### config.mk
export PLATFORM = sky130hd
export DESIGN_NAME = vga_scan_timing
export DESIGN_NICKNAME = d
export VERILOG_FILES = /design/src/rtl/vga_timing_pkg.sv /design/src/rtl/vga_sync_delay.sv /design/src/rtl/vga_scan_timing.sv
export SDC_FILE = /design/constraint.sdc
export NUM_CORES = 1
export LEC_CHECK = 0
export BUFFER_PORTS_ARGS = -buffer_cell sky130_fd_sc_hd__clkbuf_2
export CORE_ASPECT_RATIO = 1.75
export CORE_UTILIZATION = 56
export CTS_CLUSTER_DIAMETER = 120
export DETAILED_ROUTE_END_ITERATION = 10
export PLACE_DENSITY = 0.88
export SLEW_MARGIN = 10
export SYNTH_ARGS = -nofsm -noshare
export SYNTH_HDL_FRONTEND = slang
export SYNTH_SLANG_ARGS = --single-unit
### constraint.sdc
create_clock -name clk -period 3.3 [get_ports clk]
set_clock_uncertainty 0.2 [all_clocks]
set_input_delay 0.33 -clock clk [delete_from_list [all_inputs] [get_ports clk]]
set_output_delay 0.33 -clock clk [all_outputs]
set_load 0.1 [all_outputs]
### src/rtl/vga_timing_pkg.sv
// Shared 640x480@60 raster constants for the scan-timing and pixel-lookup stages.
// Both stages import this package so that colour width and lookup latency stay consistent.
package vga_timing_pkg;

    localparam int H_ACTIVE = 640;
    localparam int H_FP     = 16;
    localparam int H_SYNC   = 96;
    localparam int H_BP     = 48;
    localparam int H_TOTAL  = H_ACTIVE + H_FP + H_SYNC + H_BP;

    localparam int V_ACTIVE = 480;
    localparam int V_FP     = 10;
    localparam int V_SYNC   = 2;
    localparam int V_BP     = 33;
    localparam int V_TOTAL  = V_ACTIVE + V_FP + V_SYNC + V_BP;

    localparam int PIXEL_DIM_WIDTH = 10;
    localparam int COLOR_BITS      = 1;
    localparam int PIPE_LATENCY    = 2;

    // Raw (active-high) per-cycle control carried alongside the lookup pipeline.
    typedef struct packed {
        logic valid;
        logic vsync;
        logic hsync;
    } scan_ctrl_t;

endpackage

### src/rtl/vga_sync_delay.sv
// WIDTH x DEPTH shift register with synchronous active-high clear.
// A cleared stage reads as all zeros, which downstream treats as "sync inactive, not valid".
module vga_sync_delay #(
    parameter int WIDTH = 3,
    parameter int DEPTH = 2
) (
    input  logic             clk,
    input  logic             rst,
    input  logic [WIDTH-1:0] d,
    output logic [WIDTH-1:0] q
);

    logic [WIDTH-1:0] stage [DEPTH];

    always_ff @(posedge clk) begin
        if (rst) begin
            for (int i = 0; i < DEPTH; i++) begin
                stage[i] <= '0;
            end
        end else begin
            stage[0] <= d;
            for (int i = 1; i < DEPTH; i++) begin
                stage[i] <= stage[i-1];
            end
        end
    end

    assign q = stage[DEPTH-1];

endmodule

### src/rtl/vga_scan_timing.sv
// Free-running raster timing generator feeding the pixel lookup stage.
// Define VGA_SCAN_BORDER_TEST_EN to paint the outermost active ring in all-ones colour.
module vga_scan_timing
    import vga_timing_pkg::*;
#(
    parameter int H_ACTIVE_P      = vga_timing_pkg::H_ACTIVE,
    parameter int H_FP_P          = vga_timing_pkg::H_FP,
    parameter int H_SYNC_P        = vga_timing_pkg::H_SYNC,
    parameter int H_BP_P          = vga_timing_pkg::H_BP,
    parameter int V_ACTIVE_P      = vga_timing_pkg::V_ACTIVE,
    parameter int V_FP_P          = vga_timing_pkg::V_FP,
    parameter int V_SYNC_P        = vga_timing_pkg::V_SYNC,
    parameter int V_BP_P          = vga_timing_pkg::V_BP,
    parameter int PIXEL_DIM_WIDTH = vga_timing_pkg::PIXEL_DIM_WIDTH,
    parameter int COLOR_BITS      = vga_timing_pkg::COLOR_BITS,
    parameter int PIPE_LATENCY    = vga_timing_pkg::PIPE_LATENCY,
    parameter int SYNC_ACTIVE_LOW = 1
) (
    input  logic                       clk,
    input  logic                       rst,
    output logic                       px_valid,
    output logic [PIXEL_DIM_WIDTH-1:0] px_x,
    output logic [PIXEL_DIM_WIDTH-1:0] px_y,
    input  logic [COLOR_BITS-1:0]      px_color,
    output logic [COLOR_BITS-1:0]      vga_color,
    output logic                       vga_hsync,
    output logic                       vga_vsync,
    output logic                       vga_de,
    output logic                       frame_start
);

    localparam int W       = PIXEL_DIM_WIDTH;
    localparam int H_TOT   = H_ACTIVE_P + H_FP_P + H_SYNC_P + H_BP_P;
    localparam int V_TOT   = V_ACTIVE_P + V_FP_P + V_SYNC_P + V_BP_P;

    localparam logic [W-1:0] H_LAST    = W'(H_TOT - 1);
    localparam logic [W-1:0] V_LAST    = W'(V_TOT - 1);
    localparam logic [W-1:0] H_VIS     = W'(H_ACTIVE_P);
    localparam logic [W-1:0] V_VIS     = W'(V_ACTIVE_P);
    localparam logic [W-1:0] HS_START  = W'(H_ACTIVE_P + H_FP_P);
    localparam logic [W-1:0] HS_END    = W'(H_ACTIVE_P + H_FP_P + H_SYNC_P - 1);
    localparam logic [W-1:0] VS_START  = W'(V_ACTIVE_P + V_FP_P);
    localparam logic [W-1:0] VS_END    = W'(V_ACTIVE_P + V_FP_P + V_SYNC_P - 1);
    localparam logic         SYNC_IDLE = (SYNC_ACTIVE_LOW != 0);

    logic [W-1:0] h_cnt;
    logic [W-1:0] v_cnt;
    scan_ctrl_t   raw_ctrl;
    scan_ctrl_t   dly_ctrl;
    logic [COLOR_BITS-1:0] color_next;

    always_ff @(posedge clk) begin
        if (rst) begin
            h_cnt <= '0;
            v_cnt <= '0;
        end else if (h_cnt == H_LAST) begin
            h_cnt <= '0;
            v_cnt <= (v_cnt == V_LAST) ? '0 : v_cnt + W'(1);
        end else begin
            h_cnt <= h_cnt + W'(1);
        end
    end

    // Lookup handshake: px_valid has no ready; the lookup stage accepts one
    // position every clk and returns its px_color exactly PIPE_LATENCY clks later.
    assign px_x        = h_cnt;
    assign px_y        = v_cnt;
    assign px_valid    = (h_cnt < H_VIS) && (v_cnt < V_VIS) && !rst;
    assign frame_start = (h_cnt == '0) && (v_cnt == '0) && !rst;

    assign raw_ctrl.valid = px_valid;
    assign raw_ctrl.hsync = (h_cnt >= HS_START) && (h_cnt <= HS_END);
    assign raw_ctrl.vsync = (v_cnt >= VS_START) && (v_cnt <= VS_END);

`ifdef VGA_SCAN_BORDER_TEST_EN
    logic [W-1:0] dly_x;
    logic [W-1:0] dly_y;
    logic         on_border;

    vga_sync_delay #(
        .WIDTH($bits(scan_ctrl_t) + 2 * W),
        .DEPTH(PIPE_LATENCY)
    ) u_delay (
        .clk (clk),
        .rst (rst),
        .d   ({h_cnt, v_cnt, raw_ctrl}),
        .q   ({dly_x, dly_y, dly_ctrl})
    );

    assign on_border = (dly_x == '0) || (dly_x == H_VIS - W'(1)) ||
                       (dly_y == '0) || (dly_y == V_VIS - W'(1));

    always_comb begin
        color_next = '0;
        if (dly_ctrl.valid) begin
            color_next = on_border ? '1 : px_color;
        end
    end
`else
    vga_sync_delay #(
        .WIDTH($bits(scan_ctrl_t)),
        .DEPTH(PIPE_LATENCY)
    ) u_delay (
        .clk (clk),
        .rst (rst),
        .d   (raw_ctrl),
        .q   (dly_ctrl)
    );

    always_comb begin
        color_next = '0;
        if (dly_ctrl.valid) begin
            color_next = px_color;
        end
    end
`endif

    always_ff @(posedge clk) begin
        if (rst) begin
            vga_color <= '0;
            vga_de    <= 1'b0;
            vga_hsync <= SYNC_IDLE;
            vga_vsync <= SYNC_IDLE;
        end else begin
            vga_color <= color_next;
            vga_de    <= dly_ctrl.valid;
            vga_hsync <= dly_ctrl.hsync ^ SYNC_IDLE;
            vga_vsync <= dly_ctrl.vsync ^ SYNC_IDLE;
        end
    end

endmodule

==> results of run 1 <==
==> worst max path at each step <==
stage	cells past startpoint	from	end	slack, ps
after floorplan	4	px_x[5]$_SDFF_PP0_	frame_start	5
after global placement	4	px_x[5]$_SDFF_PP0_	frame_start	810
after detailed placement	4	px_x[5]$_SDFF_PP0_	frame_start	780
after CTS	4	px_x[5]$_SDFF_PP0_	frame_start	480
after global routing	4	px_x[5]$_SDFF_PP0_	frame_start	400
final	4	px_x[5]$_SDFF_PP0_	frame_start	470
==> through the flow <==
stage	cells	hold WS (ps)	worst slack [ps]
3_3_place_gp	198	157	813
5_1_grt	205	45.9	396
2_1_floorplan	150	156	4.81
6_report	205	53.0	469
3_5_place_dp	198	161	782
4_1_cts	205	54.6	476
==> placed cells by master (no fill, tap or decap), types with 4 or more instances in the layout <==
| master | instances |
|---|---|
| sky130_fd_sc_hd__nand3_1 | 10 |
| sky130_fd_sc_hd__nand2_1 | 11 |
| sky130_fd_sc_hd__xnor2_1 | 11 |
| sky130_fd_sc_hd__nor2b_1 | 5 |
| sky130_fd_sc_hd__and3_1 | 5 |
| sky130_fd_sc_hd__clkbuf_2 | 28 |
| sky130_fd_sc_hd__ha_1 | 4 |
| sky130_fd_sc_hd__nor2_1 | 23 |
| sky130_fd_sc_hd__dfxtp_1 | 30 |
| sky130_fd_sc_hd__nor4_1 | 6 |
| sky130_fd_sc_hd__a21oi_1 | 4 |
| sky130_fd_sc_hd__clkbuf_8 | 6 |
| sky130_fd_sc_hd__inv_1 | 8 |
| sky130_fd_sc_hd__nor3_1 | 4 |
==> where the power goes <==
group / switching, mW / internal [mW] / total [mW]
combinational: 0.0579 / 0.0140 / 0.0719
sequential: 0.00444 / 0.367 / 0.372
clock: 0.129 / 0.241 / 0.371
total: 0.192 / 0.623 / 0.814
==> flip-flops by register name (all words and copies together), names as in the netlist <==
signal         count
px_x              10
px_y              10
u_delay.stage      6
vga_color          1
vga_de             1
vga_hsync          1
vga_vsync          1
==> area by class of cell <==
type	instances	area, um2	area share, %
Multi-Input combinational cell	107	684	42.8
Clock inverter	1	30.0	1.88
Timing Repair Buffer	28	140	8.76
Inverter	8	30.0	1.88
Tap cell	25	31.3	1.96
Clock buffer	6	82.6	5.16
Sequential cell	30	601	37.6
==> cells by family after synthesis <==
| group | Yosys count |
|---|---|
| DFF | 30 |
| buffers and inverters | 13 |
| xor gates and xnor gates | 13 |
| AOI/OAI and AO/OA | 10 |
| and+or+nand+nor | 78 |
| muxes | 2 |
| adders and majority gates | 4 |
==> worst max-delay path: stages (launching register included) <==
cell	delay, ps
sky130_fd_sc_hd__dfxtp_1	370
sky130_fd_sc_hd__or3_1	530
sky130_fd_sc_hd__or4_1	490
sky130_fd_sc_hd__nor4_4	140
sky130_fd_sc_hd__clkbuf_2	490
==> routing by layer <==
metal | wire (um) | vias to the layer above | global-route usage [%] | part of all wire, %
met4 | 97 | 0 | 16.4 | 3.2
met2 | 1710 | 65 | 47.7 | 56
li1 | - | 566 | - | -
met1 | 1060 | 552 | 26.8 | 35
met3 | 180 | 16 | 8.42 | 5.9
met5 | 0 | - | 0 | 0
==> out/qor.log, run 1 <==
[sta] Period minus WS final 2830 ps
[sta] Slew @ Worst Pin 557 ps
[yosys] share of synthesized area spent on multiplexers 1.51%
[die] width of the die 38.8 um
[clocking] clock root buffer sky130_fd_sc_hd__clkbuf_8
[finish] area delta synth->final 20.5%
[yosys] number of enable-type register cells in the synthesized netlist 0
[placement] weighted congestion reported at the end of routability-driven placement 0.935
[critical_path] startpoint types flip-flop
[grt] vias in the first global route 1133
[yosys] ys flop type sky130_fd_sc_hd__dfxtp_1
[critical_path] worst setup path class reg2out
[yosys] total nets after synthesis 157
[placement] number of buffers inserted by port buffering 28
[clocking] # H-tree levels 2
[yosys] combinational family with the most area after synthesis simple AND/OR/NAND/NOR gates
[yosys] warnings from Yosys 0
[yosys] cell types with the highest counts after synthesis sky130_fd_sc_hd__dfxtp_1 (30), sky130_fd_sc_hd__nor2_1 (23), sky130_fd_sc_hd__nand2_1 (11), sky130_fd_sc_hd__xnor2_1 (11), sky130_fd_sc_hd__nand3_1 (10)
[die] core area 0.00227 mm2
[die] Starting Density 58.4%
[drt] total via count in the routed design 1199
[sta] Fmax 0.353 GHz
[min_path] cell depth of the worst hold path 2
[drt] detailed-route wire length per cell 14.9 um
[finish] number of antenna repair diodes 0
[yosys] biggest area consumer among synthesized cells sky130_fd_sc_hd__dfxtp_1
[power_and_ir_drop] overall power of the completed layout 0.814 mW
[grt] GR Util All Layers 27.6%
[sta] summed negative setup slack over all endpoints 0 ps
[die] Die ar. 0.00258 mm2
[clocking] clock sink count 30
[grt] first-pass GRT wire length 4870 um
[drt] number of search-and-repair iterations in the first detailed-routing pass 4
[drt] Routed WL 3050 um
[placement] DP Wirelength 2210 um
[die] number of placement rows 23
[critical_path] critical path capture point type output port
[finish] total non-filler cell area in the finished layout 0.00160 mm2
[yosys] post-synthesis share of cell area spent on and, or, nand and nor gates 31.5%
[sta] relative slew slack 63.0%
[placement] post-place instance area 0.00149 mm2
[yosys] proportion of register bits with asynchronous set or reset after synthesis 0%
[power_and_ir_drop] Pwr per Cell Area 509 mW/mm2
[finish] fillers 182
[drt] DRC violation count after routing 0
[min_path] worst min path class in2reg
[critical_path] number of cells on the worst reg-to-reg path 5
[sta] number of setup violations in the final report 0
[min_path] hold_sp px_color
[grt] antenna violations before repair 0
[status] status complete, no violations
[finish] Final nets 187
[die] number of I/O pins 29
[sta] Final Max Slew Viols 0
[yosys] dominant cells by area after synthesis sky130_fd_sc_hd__dfxtp_1 (45%), sky130_fd_sc_hd__xnor2_1 (7.3%), sky130_fd_sc_hd__nor2_1 (6.5%)
[clocking] Post CTS Setup Buffer Count 0
[grt] total overflow reported by the global router 0
[clocking] clock edge transition at the registers on the reported setup and hold paths 60 ps
[clocking] hold bufs inserted after CTS 0
[yosys] xor-xnor portion of the synthesized cell area 8.58%
[clocking] Skew-Pair Late Insertion Delay 280 ps
[critical_path] highest net fanout along the worst path 7
[clocking] post-cts repair resize count 0
[critical_path] reg-to-reg startpoint px_x[0]$_SDFF_PP0_
[yosys] netlist area before placement 0.00133 mm2
[drt] violation count after the first detailed-route iteration 40
[clocking] clock buffer depth 2
[clocking] Inserted Clock Buffers 5
[clocking] clock tree from TritonCTS yes
[finish] ratio of cells with drive above 1 in the final layout 22.8%
[yosys] instance count of the mapped netlist 150
[job] Max-cap violations 0
[grt] maximum number of pins on one net before global-route repair 19
[critical_path] register-to-register setup slack 860 ps
[sta] crit share post-route 85.8%
[drt] ratio of routed vias to standard cells 5.85
[min_path] hold path endpoint vga_color$_SDFF_PP0_
[power_and_ir_drop] total leakage power 0.651 nW
[sta] final hold violation count 0
[yosys] fraction of the mapped netlist area in adder cells 3.77%
[yosys] post-synthesis compound-gate area fraction 5.09%
[yosys] fraction of the yosys area taken by sequential cells 45.2%
[die] Die Height 66.4 um
[power_and_ir_drop] maximum resistive drop on vdd 0.000349 V
[critical_path] arrival time at the worst endpoint 2300 ps
[critical_path] r2r endpoint px_y[6]$_SDFFE_PP0N_
[yosys] number of distinct library cell variants in the gate-level netlist after synthesis 33
[yosys] share of Yosys cell area claimed by the top area cell type 45.2%
[yosys] average instance area after synthesis 8.85 um2
[yosys] number of synthesized register bits 30
[drt] remaining antenna violation count 0
[yosys] leading cell type by number of instances after synthesis sky130_fd_sc_hd__dfxtp_1
[finish] final design utilization 70.3%
[sta] setup repair after global routing missed its margin no
[critical_path] required time at the endpoint of the critical path 2770 ps
(Power assumes the default switching activity.)
==> inputs of run 2 (changes only) <==
CORE_UTILIZATION = 42   (was 56)
PLACE_DENSITY = 0.7   (was 0.88)
==> out/qor.log, run 2 (synthesis results as in run 1) <==
[critical_path] r2r endpoint px_y[6]$_SDFFE_PP0N_
[placement] weighted congestion reported at the end of routability-driven placement 0.887
[clocking] # H-tree levels 2
[finish] area delta synth->final 24.3%
[critical_path] startpoint types flip-flop
[drt] DRC violation count after routing 0
[sta] final hold violation count 0
[min_path] hold_sp px_color
[die] number of I/O pins 29
[clocking] hold bufs inserted after CTS 0
[finish] most frequent cells in the layout sky130_fd_sc_hd__dfxtp_1 (30), sky130_fd_sc_hd__clkbuf_2 (28), sky130_fd_sc_hd__nor2_1 (23), sky130_fd_sc_hd__nand2_1 (11), sky130_fd_sc_hd__xnor2_1 (11)
[clocking] Skew-Pair Late Insertion Delay 280 ps
[critical_path] critical path capture point type output port
[finish] Final nets 187
[grt] vias in the first global route 1041
[sta] number of setup violations in the final report 0
[sta] setup repair after global routing missed its margin no
[drt] ratio of routed vias to standard cells 5.04
[clocking] clock sink count 30
[grt] total overflow reported by the global router 0
[critical_path] register-to-register setup slack 870 ps
[critical_path] required time at the endpoint of the critical path 2770 ps
[finish] most common library cell in the layout ignoring fill and taps sky130_fd_sc_hd__dfxtp_1
[clocking] clock buffer depth 2
[critical_path] arrival time at the worst endpoint 2290 ps
[die] Starting Density 44.8%
[finish] final design utilization 55.7%
[drt] number of search-and-repair iterations in the first detailed-routing pass 4
[status] status complete, no violations
[sta] Fmax 0.355 GHz
[sta] crit share post-route 85.3%
[power_and_ir_drop] total leakage power 0.665 nW
[die] Die ar. 0.00340 mm2
[finish] ratio of cells with drive above 1 in the final layout 23.2%
[die] number of placement rows 26
[min_path] hold path endpoint vga_color$_SDFF_PP0_
[sta] Final Max Slew Viols 0
[sta] relative slew slack 63.6%
[clocking] clock tree from TritonCTS yes
[drt] Routed WL 2820 um
[die] width of the die 44.5 um
[power_and_ir_drop] maximum resistive drop on vdd 0.000327 V
[grt] antenna violations before repair 0
[critical_path] highest net fanout along the worst path 7
[critical_path] number of cells on the worst reg-to-reg path 5
[critical_path] reg-to-reg startpoint px_x[0]$_SDFF_PP0_
[finish] fillers 276
[placement] number of buffers inserted by port buffering 28
[clocking] Post CTS Setup Buffer Count 0
[min_path] cell depth of the worst hold path 2
[clocking] Inserted Clock Buffers 5
[drt] detailed-route wire length per cell 12.6 um
[grt] GR Util All Layers 18.7%
[die] core area 0.00296 mm2
[critical_path] worst setup path class reg2out
[grt] first-pass GRT wire length 4700 um
[drt] remaining antenna violation count 0
[min_path] worst min path class in2reg
[sta] Period minus WS final 2820 ps
[sta] Slew @ Worst Pin 548 ps
[clocking] clock root buffer sky130_fd_sc_hd__clkbuf_8
[grt] maximum number of pins on one net before global-route repair 19
[job] Max-cap violations 0
[clocking] post-cts repair resize count 0
[drt] total via count in the routed design 1123
[sta] summed negative setup slack over all endpoints 0 ps
[placement] DP Wirelength 2180 um
[finish] number of antenna repair diodes 0
[clocking] clock edge transition at the registers on the reported setup and hold paths 60 ps
[die] Die Height 76.4 um
[power_and_ir_drop] Pwr per Cell Area 545 mW/mm2
[drt] violation count after the first detailed-route iteration 23
==> run 2: routing by layer <==
layer  vias up  GRT usage [%]  wire [um]  share of wire (%)
met5         -              0          0                  0
met4         0           10.0         69                2.4
met3         7           4.74        110                3.9
met2        24           33.5       1540                 55
met1       520           18.3       1100                 39
li1        572              -          -                  -
==> run 2: area by class of cell <==
type | count | area, um2 | area share [%]
inverters | 8 | 30.0 | 1.82
multi-input cells | 107 | 684 | 41.5
well taps | 42 | 52.6 | 3.18
clock buffers | 6 | 82.6 | 5.00
flip-flops and latches | 30 | 601 | 36.4
repair buffers | 28 | 140 | 8.49
clock inverters | 2 | 60.1 | 3.64
==> run 2: stage by stage <==
| stage | power (mW) | setup slack [ps] | hold slack, ps | instance area, um2 | instances |
|---|---|---|---|---|---|
| final | 0.899 | 484 | 56.9 | 1650 | 223 |
| after CTS | 0.907 | 475 | 61.9 | 1650 | 223 |
| after floorplan | 0.441 | 4.81 | 156 | 1340 | 150 |
| after global placement | 0.451 | 804 | 159 | 1510 | 215 |
| after detailed placement | 0.452 | 786 | 162 | 1510 | 215 |
| after global routing | 0.928 | 404 | 60.0 | 1650 | 223 |
==> run 2: worst max-delay path by stage <==
stage | from | cells after the start | end
6_report | px_x[5]$_SDFF_PP0_ | 4 | frame_start
5_1_grt | px_x[5]$_SDFF_PP0_ | 4 | frame_start
3_3_place_gp | px_x[5]$_SDFF_PP0_ | 4 | frame_start
4_1_cts | px_x[5]$_SDFF_PP0_ | 4 | frame_start
3_5_place_dp | px_x[5]$_SDFF_PP0_ | 4 | frame_start
2_1_floorplan | px_x[5]$_SDFF_PP0_ | 4 | frame_start
==> run 2: where the power goes <==
group / switching [mW] / internal [mW] / total, mW
sequential: 0.00453 / 0.367 / 0.372
combinational: 0.0575 / 0.0138 / 0.0713
clock: 0.134 / 0.322 / 0.456
==> run 2: worst max-delay path, cell delays in order (launching register included) <==
cell,delay [ps]
sky130_fd_sc_hd__dfxtp_1,370
sky130_fd_sc_hd__or3_1,520
sky130_fd_sc_hd__or4_1,490
sky130_fd_sc_hd__nor4_4,140
sky130_fd_sc_hd__clkbuf_2,490
==> inputs of run 3 (changes only) <==
CELL_PAD_IN_SITES_DETAIL_PLACEMENT = 1   (was not set)
CELL_PAD_IN_SITES_GLOBAL_PLACEMENT = 2   (was not set)
CORE_UTILIZATION = 33   (was 42)
CTS_CLUSTER_DIAMETER = not set   (was 120)
PLACE_DENSITY = 0.87   (was 0.7)
==> out/qor.log, run 3 (synthesis results as in run 1) <==
[drt] DRC violation count after routing 0
[placement] number of buffers inserted by port buffering 28
[finish] area used by sequential logic in the layout 601 um2
[grt] antenna violations before repair 0
[sta] summed negative setup slack over all endpoints 0 ps
[clocking] clock buffer depth 2
[drt] ratio of routed vias to standard cells 5.02
[sta] Slew @ Worst Pin 547 ps
[grt] GR Util All Layers 18.7%
[die] number of I/O pins 29
[finish] ratio of cells with drive above 1 in the final layout 23.2%
[finish] total non-filler cell area in the finished layout 0.00166 mm2
[grt] maximum number of pins on one net before global-route repair 19
[placement] Post-Place Worst Slack 778 ps
[critical_path] critical path capture point type output port
[clocking] Skew-Pair Late Insertion Delay 280 ps
[sta] number of setup violations in the final report 0
[drt] violation count after the first detailed-route iteration 6
[critical_path] worst setup path class reg2out
[clocking] Post CTS Setup Buffer Count 0
[finish] number of antenna repair diodes 0
[die] Starting Density 34.3%
[critical_path] arrival time at the worst endpoint 2290 ps
[clocking] clock tree from TritonCTS yes
[min_path] hold path endpoint vga_color$_SDFF_PP0_
[min_path] worst min path class in2reg
[finish] most frequent cells in the layout sky130_fd_sc_hd__dfxtp_1 (30), sky130_fd_sc_hd__clkbuf_2 (28), sky130_fd_sc_hd__nor2_1 (23), sky130_fd_sc_hd__nand2_1 (11), sky130_fd_sc_hd__xnor2_1 (11)
[power_and_ir_drop] total leakage power 0.665 nW
[placement] DP Wirelength 2640 um
[clocking] post-cts repair resize count 0
[finish] Final nets 187
[critical_path] r2r endpoint px_y[6]$_SDFFE_PP0N_
[power_and_ir_drop] Pwr per Cell Area 546 mW/mm2
[power_and_ir_drop] maximum resistive drop on vdd 0.000294 V
[clocking] clock sink count 30
[sta] final hold violation count 0
[clocking] hold bufs inserted after CTS 0
[sta] Fmax 0.354 GHz
[sta] relative slew slack 63.7%
[status] status complete, no violations
[critical_path] highest net fanout along the worst path 7
[sta] final critical-path setup slack 478 ps
[sta] setup repair after global routing missed its margin no
[sta] Final Max Slew Viols 0
[drt] remaining antenna violation count 0
[placement] weighted congestion reported at the end of routability-driven placement 0.763
[drt] number of search-and-repair iterations in the first detailed-routing pass 4
[finish] area delta synth->final 24.9%
[drt] Routed WL 3390 um
[grt] first-pass GRT wire length 6090 um
[drt] total via count in the routed design 1149
[critical_path] register-to-register setup slack 880 ps
[die] number of placement rows 30
[clocking] Inserted Clock Buffers 5
[job] Max-cap violations 0
[die] Die Height 85.9 um
[min_path] hold_sp px_color
[drt] detailed-route wire length per cell 14.8 um
[sta] Period minus WS final 2820 ps
[die] core area 0.00387 mm2
[clocking] # H-tree levels 2
[finish] final design utilization 42.9%
[placement] post-place instance area 0.00152 mm2
[critical_path] number of cells on the worst reg-to-reg path 5
[clocking] clock root buffer sky130_fd_sc_hd__clkbuf_8
[clocking] clock edge transition at the registers on the reported setup and hold paths 70 ps
[critical_path] reg-to-reg startpoint px_x[0]$_SDFF_PP0_
[min_path] cell depth of the worst hold path 2
[finish] area of combinational cells with multiple inputs 684 um2
[sta] crit share post-route 85.5%
[grt] total overflow reported by the global router 0
[critical_path] startpoint types flip-flop
[finish] fillers 468
[die] Die ar. 0.00429 mm2
[finish] most common library cell in the layout ignoring fill and taps sky130_fd_sc_hd__dfxtp_1
[grt] vias in the first global route 1252
[power_and_ir_drop] overall power of the completed layout 0.906 mW
[die] width of the die 49.9 um
[critical_path] required time at the endpoint of the critical path 2770 ps
## run 3: cell counts in the layout (fill, tap and decap cells not counted)
Identical to the previous run, type by type.
## run 3: layout make-up
cell class              instances  area share (%)
multi-input cells             107            41.3
flip-flops and latches         30            36.2
repair buffers                 28            8.45
clock buffers                   6            4.98
clock inverters                 2            3.62
well taps                      48            3.62
inverters                       8            1.81
## run 3: metal layers
layer  GRT usage [%]  up-vias  wire, um
met4            7.01        0        57
li1                -      567         -
met2            36.6       24      1960
met5               0        -         0
met3            2.84        7        97
met1            19.2      551      1280
## run 3: how the worst max path moves through the flow
stage,startpoint,end,slack (ps)
finish,px_x[5]$_SDFF_PP0_,frame_start,480
floorplan,px_x[5]$_SDFF_PP0_,frame_start,5
detailed placement,px_x[5]$_SDFF_PP0_,frame_start,780
global placement,px_x[5]$_SDFF_PP0_,frame_start,800
CTS,px_x[5]$_SDFF_PP0_,frame_start,470
global route,px_x[5]$_SDFF_PP0_,frame_start,350
## run 3: stage by stage
stage               cells  hold WS [ps]
finish                229          52.5
global route          229          60.8
CTS                   229          49.5
detailed placement    221           176
global placement      221           159
floorplan             150           156
## run 3: where the power goes
group / switching (mW) / total, mW / leakage, nW / internal [mW]
Combinational: 0.0582 / 0.0721 / 0.351 / 0.0139
Sequential: 0.00458 / 0.372 / 0.243 / 0.367
Clock: 0.140 / 0.462 / 0.0714 / 0.322
Total: 0.203 / 0.906 / 0.665 / 0.703
## run 3: critical path: stages (launching register included)
cell and delay (ps):
sky130_fd_sc_hd__dfxtp_1 370, sky130_fd_sc_hd__or3_1 520, sky130_fd_sc_hd__or4_1 480, sky130_fd_sc_hd__nor4_4 150, sky130_fd_sc_hd__clkbuf_2 490
